`config.mk`:
```
export PLATFORM = sky130hd
export DESIGN_NAME = pito_dmem_router
export DESIGN_NICKNAME = d
export VERILOG_FILES = /design/src/rtl/pito_dmem_router.sv
export SDC_FILE = /design/constraint.sdc
export NUM_CORES = 1
export LEC_CHECK = 0
export ABC_AREA = 0
export CORE_AREA = 2 2 143 145
export DETAILED_ROUTE_END_ITERATION = 8
export DIE_AREA = 0 0 145 147
export GPL_TIMING_DRIVEN = 0
export PLACE_DENSITY = 0.61
export SYNTH_ARGS = -nofsm -noshare
export SYNTH_HDL_FRONTEND = slang
export SYNTH_SLANG_ARGS = --single-unit
```
`constraint.sdc`:
```
create_clock -name clk -period 4.1 [get_ports clk]
set_input_delay 0.615 -clock clk [delete_from_list [all_inputs] [get_ports clk]]
set_output_delay 0.615 -clock clk [all_outputs]
set_load 0.05 [all_outputs]
```
`src/rtl/pito_dmem_router.sv`:
```
// pito_dmem_router
//   Data-side interconnect between two dmem masters (M0 = rv32 core,
//   M1 = external port) and NUM_SLAVES memory-mapped slaves. The two masters
//   are round-robin arbitrated onto one shared slave bus. Each slave is
//   selected by an address-mask decode. The response is routed back one
//   cycle after the grant. Accesses that hit no slave are flagged as decode
//   errors and counted by a saturating counter.
//
//   Handshake: a master raises m_req and holds we/addr/wdata/be stable until
//   m_gnt is high in the same cycle; the transfer happens on the rising edge
//   where req && gnt. Exactly one cycle later m_rvalid pulses for that
//   master, for reads and writes alike. A master may drop m_req before it is
//   granted (cancel) with no side effects. There is no backpressure on the
//   response side.
//
// Ports
//   clk, rst                 clock, asynchronous active-high reset
//   m_req/m_we/m_addr/
//   m_wdata/m_be             per-master request fields, M0 in the LSBs
//   m_gnt                    combinational grant
//   m_rvalid/m_rdata/m_err   per-master registered response
//   s_req                    one-hot slave select
//   s_we/s_addr/s_wdata/s_be shared slave bus; s_addr is the in-slave offset
//   s_rdata                  per-slave read data, 1-cycle latency
//   err_clr, err_cnt         decode-error counter clear / value
module pito_dmem_router #(
    parameter int NUM_SLAVES = 2,
    parameter int ADDR_WIDTH = 32,
    parameter int DATA_WIDTH = 32,
    parameter logic [NUM_SLAVES*ADDR_WIDTH-1:0] SLV_BASE = {32'h8000_0000, 32'h0000_0000},
    parameter logic [NUM_SLAVES*ADDR_WIDTH-1:0] SLV_MASK = {32'hFFFF_FFFF, 32'hFFFF_0000},
    parameter logic [DATA_WIDTH-1:0] ERR_RDATA = 32'hDEAD_BEEF,
    parameter int ERRCNT_W = 16
) (
    input  logic                             clk,
    input  logic                             rst,
    input  logic [1:0]                       m_req,
    input  logic [1:0]                       m_we,
    input  logic [2*ADDR_WIDTH-1:0]          m_addr,
    input  logic [2*DATA_WIDTH-1:0]          m_wdata,
    input  logic [2*(DATA_WIDTH/8)-1:0]      m_be,
    output logic [1:0]                       m_gnt,
    output logic [1:0]                       m_rvalid,
    output logic [2*DATA_WIDTH-1:0]          m_rdata,
    output logic [1:0]                       m_err,
    output logic [NUM_SLAVES-1:0]            s_req,
    output logic                             s_we,
    output logic [ADDR_WIDTH-1:0]            s_addr,
    output logic [DATA_WIDTH-1:0]            s_wdata,
    output logic [DATA_WIDTH/8-1:0]          s_be,
    input  logic [NUM_SLAVES*DATA_WIDTH-1:0] s_rdata,
    input  logic                             err_clr,
    output logic [ERRCNT_W-1:0]              err_cnt
);

    localparam int BE_W  = DATA_WIDTH / 8;
    localparam int SEL_W = (NUM_SLAVES > 1) ? $clog2(NUM_SLAVES) : 1;

    // Arbitration state: index of the master granted most recently.
    logic             last_grant;
    logic             gnt_any;
    logic             gnt_idx;

    // Granted master's request fields.
    logic [ADDR_WIDTH-1:0] g_addr;
    logic                  g_we;
    logic [DATA_WIDTH-1:0] g_wdata;
    logic [BE_W-1:0]       g_be;

    // Decode results.
    logic                  hit;
    logic [SEL_W-1:0]      sel;
    logic [ADDR_WIDTH-1:0] sel_mask;
    logic                  dec_err;

    // Response pipeline registers.
    logic             rsp_vld;
    logic             rsp_mst;
    logic [SEL_W-1:0] rsp_slv;
    logic             rsp_err;
    logic [DATA_WIDTH-1:0] slv_data;
    logic [DATA_WIDTH-1:0] rsp_data;

    // A lone requester wins at once; on conflict the master that was not
    // granted last time wins.
    always_comb begin
        gnt_any = 1'b0;
        gnt_idx = 1'b0;
        if (m_req[0] && m_req[1]) begin
            gnt_any = 1'b1;
            gnt_idx = ~last_grant;
        end else if (m_req[0]) begin
            gnt_any = 1'b1;
            gnt_idx = 1'b0;
        end else if (m_req[1]) begin
            gnt_any = 1'b1;
            gnt_idx = 1'b1;
        end
    end

    assign m_gnt = gnt_any ? (gnt_idx ? 2'b10 : 2'b01) : 2'b00;

    assign g_addr  = gnt_idx ? m_addr[2*ADDR_WIDTH-1:ADDR_WIDTH] : m_addr[ADDR_WIDTH-1:0];
    assign g_we    = gnt_idx ? m_we[1] : m_we[0];
    assign g_wdata = gnt_idx ? m_wdata[2*DATA_WIDTH-1:DATA_WIDTH] : m_wdata[DATA_WIDTH-1:0];
    assign g_be    = gnt_idx ? m_be[2*BE_W-1:BE_W] : m_be[BE_W-1:0];

    // Scanning from the highest index down lets the lowest matching slave
    // overwrite any higher match, so the lowest index wins on overlap.
    always_comb begin
        hit      = 1'b0;
        sel      = '0;
        sel_mask = '0;
        for (int i = NUM_SLAVES - 1; i >= 0; i--) begin
            if ((g_addr & SLV_MASK[i*ADDR_WIDTH +: ADDR_WIDTH]) == SLV_BASE[i*ADDR_WIDTH +: ADDR_WIDTH]) begin
                hit      = 1'b1;
                sel      = SEL_W'(i);
                sel_mask = SLV_MASK[i*ADDR_WIDTH +: ADDR_WIDTH];
            end
        end
    end

    assign dec_err = gnt_any && !hit;

    always_comb begin
        s_req = '0;
        for (int i = 0; i < NUM_SLAVES; i++) begin
            s_req[i] = gnt_any && hit && (sel == SEL_W'(i));
        end
    end

    assign s_we    = g_we;
    assign s_addr  = g_addr & ~sel_mask;
    assign s_wdata = g_wdata;
    assign s_be    = g_be;

    always_ff @(posedge clk or posedge rst) begin
        if (rst) begin
            rsp_vld    <= 1'b0;
            rsp_mst    <= 1'b0;
            rsp_slv    <= '0;
            rsp_err    <= 1'b0;
            last_grant <= 1'b1;
        end else begin
            rsp_vld <= gnt_any;
            if (gnt_any) begin
                rsp_mst    <= gnt_idx;
                rsp_slv    <= sel;
                rsp_err    <= !hit;
                last_grant <= gnt_idx;
            end
        end
    end

    // Clear has priority over a simultaneous error; the count sticks at
    // all-ones once saturated.
    always_ff @(posedge clk or posedge rst) begin
        if (rst) begin
            err_cnt <= '0;
        end else if (err_clr) begin
            err_cnt <= '0;
        end else if (dec_err && (err_cnt != {ERRCNT_W{1'b1}})) begin
            err_cnt <= err_cnt + ERRCNT_W'(1);
        end
    end

    always_comb begin
        slv_data = '0;
        for (int i = 0; i < NUM_SLAVES; i++) begin
            if (rsp_slv == SEL_W'(i)) begin
                slv_data = s_rdata[i*DATA_WIDTH +: DATA_WIDTH];
            end
        end
    end

    assign rsp_data = rsp_err ? ERR_RDATA : slv_data;

    // Only the master owning the in-flight response sees non-zero data.
    always_comb begin
        m_rvalid = 2'b00;
        m_err    = 2'b00;
        m_rdata  = '0;
        if (rsp_vld) begin
            if (rsp_mst) begin
                m_rvalid[1]                       = 1'b1;
                m_err[1]                          = rsp_err;
                m_rdata[2*DATA_WIDTH-1:DATA_WIDTH] = rsp_data;
            end else begin
                m_rvalid[0]                = 1'b1;
                m_err[0]                   = rsp_err;
                m_rdata[DATA_WIDTH-1:0]    = rsp_data;
            end
        end
    end

endmodule

```
==> impl_metrics.toml <==
[status]
status = "finished, final reports clean"

[grt]
use_met2_pct = 31.43
grt_pass1_wl_um = 27330
gr-usage-met1_pct = 18.44
grt_pass1_vias = 4442
grt_use_total_pct = 16.53
grt_max_degree = 22
grt_overflow = 0
gr-max-usage-layer = "met2"
use_met3_pct = 3.882
antenna_found_initial = 1

[die]
die_h_um = 147
num_rows = 52
start_util_pct = 14.34
die_x_um = 145
pin_count = 364
core_mm2 = 0.01984
dieArea_mm2 = 0.02132

[sta]
worst_pin_slew_ns = 0.8672
period_share_pct = 95.96
drv_slew = 0
period_needed_ns = 3.934
timing.fmax_mhz = 254.2
setup_viol = 0
hold_violations = 0
rsz0062_at_grt = "true"
timing.setup.tns_ns = 0
relSlewSlack_pct = 42.12
fin_hold_ws_ns = 0.5442
fin_skew_ns = 0.001960

[hold_path]
whs_path_depth = 1
hp-class = "register to register"

[clock_network]
cts.sinks = 21
clk_pin_slew_ns = 0.06
clockBufferDepth = 2
cts_setup_buffers = 0
hold_buffers = 0
cts_inserted_buffers = 3
cts_tree = "done"
clock_latency_ns = 0.25
cts-root-buf = "clkbuf_16"
htree_num_levels = 1

[synth]
syn_avg_cell_area_um2 = 7.799
synth_top_cell_by_area = "mux2_2"
ys_ff_latch = 21
synth_seq_area_share_pct = 18.51
synth_area_leaders = "mux2_2 27%, dfrtp_1 18%, nor2_1 10%, a211oi_1 6.3%, nor2b_1 5.3%"
netlist_area_mm2 = 0.002846
ys_warn_count = 0
syn_inst = 365
async_reset_ff_share_pct = 100.0
synth_top_area_share_pct = 27.30
synth_ff_type = "dfrtp_1"
synth_edf_count = 0
synth_nets = 573
synth.distinct_cells = 36

[pwr]
p_per_area_mw_per_mm2 = 229.7
clkPwrFrac_pct = 13.3
finalPower_uw = 1587
p_leak_uw = 0.002469
pwr-share-comb_pct = 72.6
switching_power_uw = 766.2
p_int_uw = 820.3
swShare_pct = 48.30
max-vdd-ir-drop_v = 0.00008770
pwr-share-seq_pct = 14.0

[routing]
via_per_inst = 4.336
routedWlPerCell_um = 18.63
drc = 0
num_vias = 4345
ant_nets = 0
first_pass_iters = 6
route.final.wire_length_um = 18660
drtIter0Drc = 82

[worst_setup_path]
path_max_fanout = 10
r2r_cells = 9
endpoint_kind = "primary output"
path_class = "input port to primary output"
cp.required_ns = 3.48
critPathArrivalTime_ns = 3.32
startpoint_type = "input port"

[placement]
gp_congestion = 0.8373
dpl_cell_area_mm2 = 0.006808
dp_hpwl_um = 16250
portBuffers = 362

[layout]
fillCellCount = 2083
syn_to_final_growth_pct = 142.7
drive_gt1_share_pct = 11.76
stdcell_area_mm2 = 0.006908
nets = 940

[run]
cap_violations = 0
## sequential cells by signal (all words and copies together), names as in the netlist
register and count:
err_cnt 16, last_grant 1, rsp_err 1, rsp_mst 1, rsp_slv 1, rsp_vld 1
## cell type report
| class | instances | area (um^2) | share of cell area, % |
|---|---|---|---|
| repair buffers | 362 | 3623 | 52.45 |
| diodes | 1 | 2.502 | 0.03623 |
| plain buffers | 28 | 117.6 | 1.703 |
| flip-flops and latches | 21 | 526.8 | 7.625 |
| multi-input cells | 308 | 2191 | 31.72 |
| inverters | 8 | 30.03 | 0.4347 |
| well taps | 270 | 337.8 | 4.890 |
| clock buffers | 4 | 78.83 | 1.141 |
## layout by cell type (no fill, tap or decap), drive strengths merged, types with 13 or more instances in the layout
cell type | netlist | routed
nor2b | 24 | 24
clkdlybuf4s50 | 0 | 362
nor2 | 77 | 77
a211oi | 24 | 24
clkbuf | 16 | 21
nor4 | 13 | 13
mux2 | 69 | 69
dfrtp | 20 | 20
a21oi | 15 | 15
## metal layers
metal | routed length [um] | share of wire (%) | vias to the layer above
li1 | - | - | 2088
met1 | 6969 | 37 | 1988
met2 | 9701 | 52 | 246
met3 | 1485 | 8.0 | 23
met4 | 507 | 2.7 | 0
met5 | 0 | 0 | -
## final timing paths
path | startpoint | to | slack (ns)
max in group asynchronous | rst | err_cnt[0]$_DFFE_PP0P_ | 2.71
min | rsp_mst$_DFFE_PP0N_ | rsp_mst$_DFFE_PP0N_ | 0.54
min in group asynchronous | rst | rsp_err$_DFFE_PP0N_ | 0.86
min reg2reg | rsp_mst$_DFFE_PP0N_ | rsp_mst$_DFFE_PP0N_ | 0.54
max | m_req[1] | s_wdata[30] | 0.17
max reg2reg | err_cnt[0]$_DFFE_PP0P_ | err_cnt[3]$_DFFE_PP0P_ | 1.53
## critical path, cell delays in order
cell and delay (ns):
clkdlybuf4s50_1 0.49, a21boi_4 0.24, buf_2 0.28, buf_1 0.51
mux2_2 0.40, clkdlybuf4s50_1 0.77
## what timing repair did
item / CTS / global route
resized for setup: 2 / 3
endpoints found under the setup margin: 5 / 8
cloned: 0 / 0
## synthesized netlist by cell type (7+ instances only)
cell type	n
nand3_1	7
inv_1	8
nor2_1	77
or4_1	12
mux2_2	69
a211oi_1	24
nor4_1	13
clkbuf_1	16
nor2b_1	24
a21oi_1	15
buf_1	9
o31ai_1	12
nand4_1	11
mux2i_1	11
dfrtp_1	20
nand2_1	9
## per-stage QoR
stage	utilization (%)	std cells	worst slack, ns
floorplan	-	365	1.269
global placement	34.31	997	-0.1087
detailed placement	34.31	997	-0.1448
CTS	34.73	1001	0.02869
global route	34.81	1002	-0.01300
finish	34.81	1002	0.1656
## power by group through the flow
stage / clock network (uW) / registers [uW] / logic [uW]
2_1_floorplan: 0 / 236 / 634
3_3_place_gp: 0 / 226 / 1160
3_5_place_dp: 0 / 226 / 1160
4_1_cts: 217 / 222 / 1160
5_1_grt: 227 / 224 / 1200
6_report: 212 / 222 / 1150
## kinds of logic after synthesis
family	count (synthesis)	synth area share, %
adder cells (fa/ha/maj)	1	0.4395
AND/OR/NAND/NOR	166	29.28
buffers and inverters	36	5.099
flip-flops	21	18.51
multiplexers	80	31.17
XOR/XNOR	1	0.3077
AO/OA/AOI/OAI	60	15.21
Power figures use the tool's default switching activity.
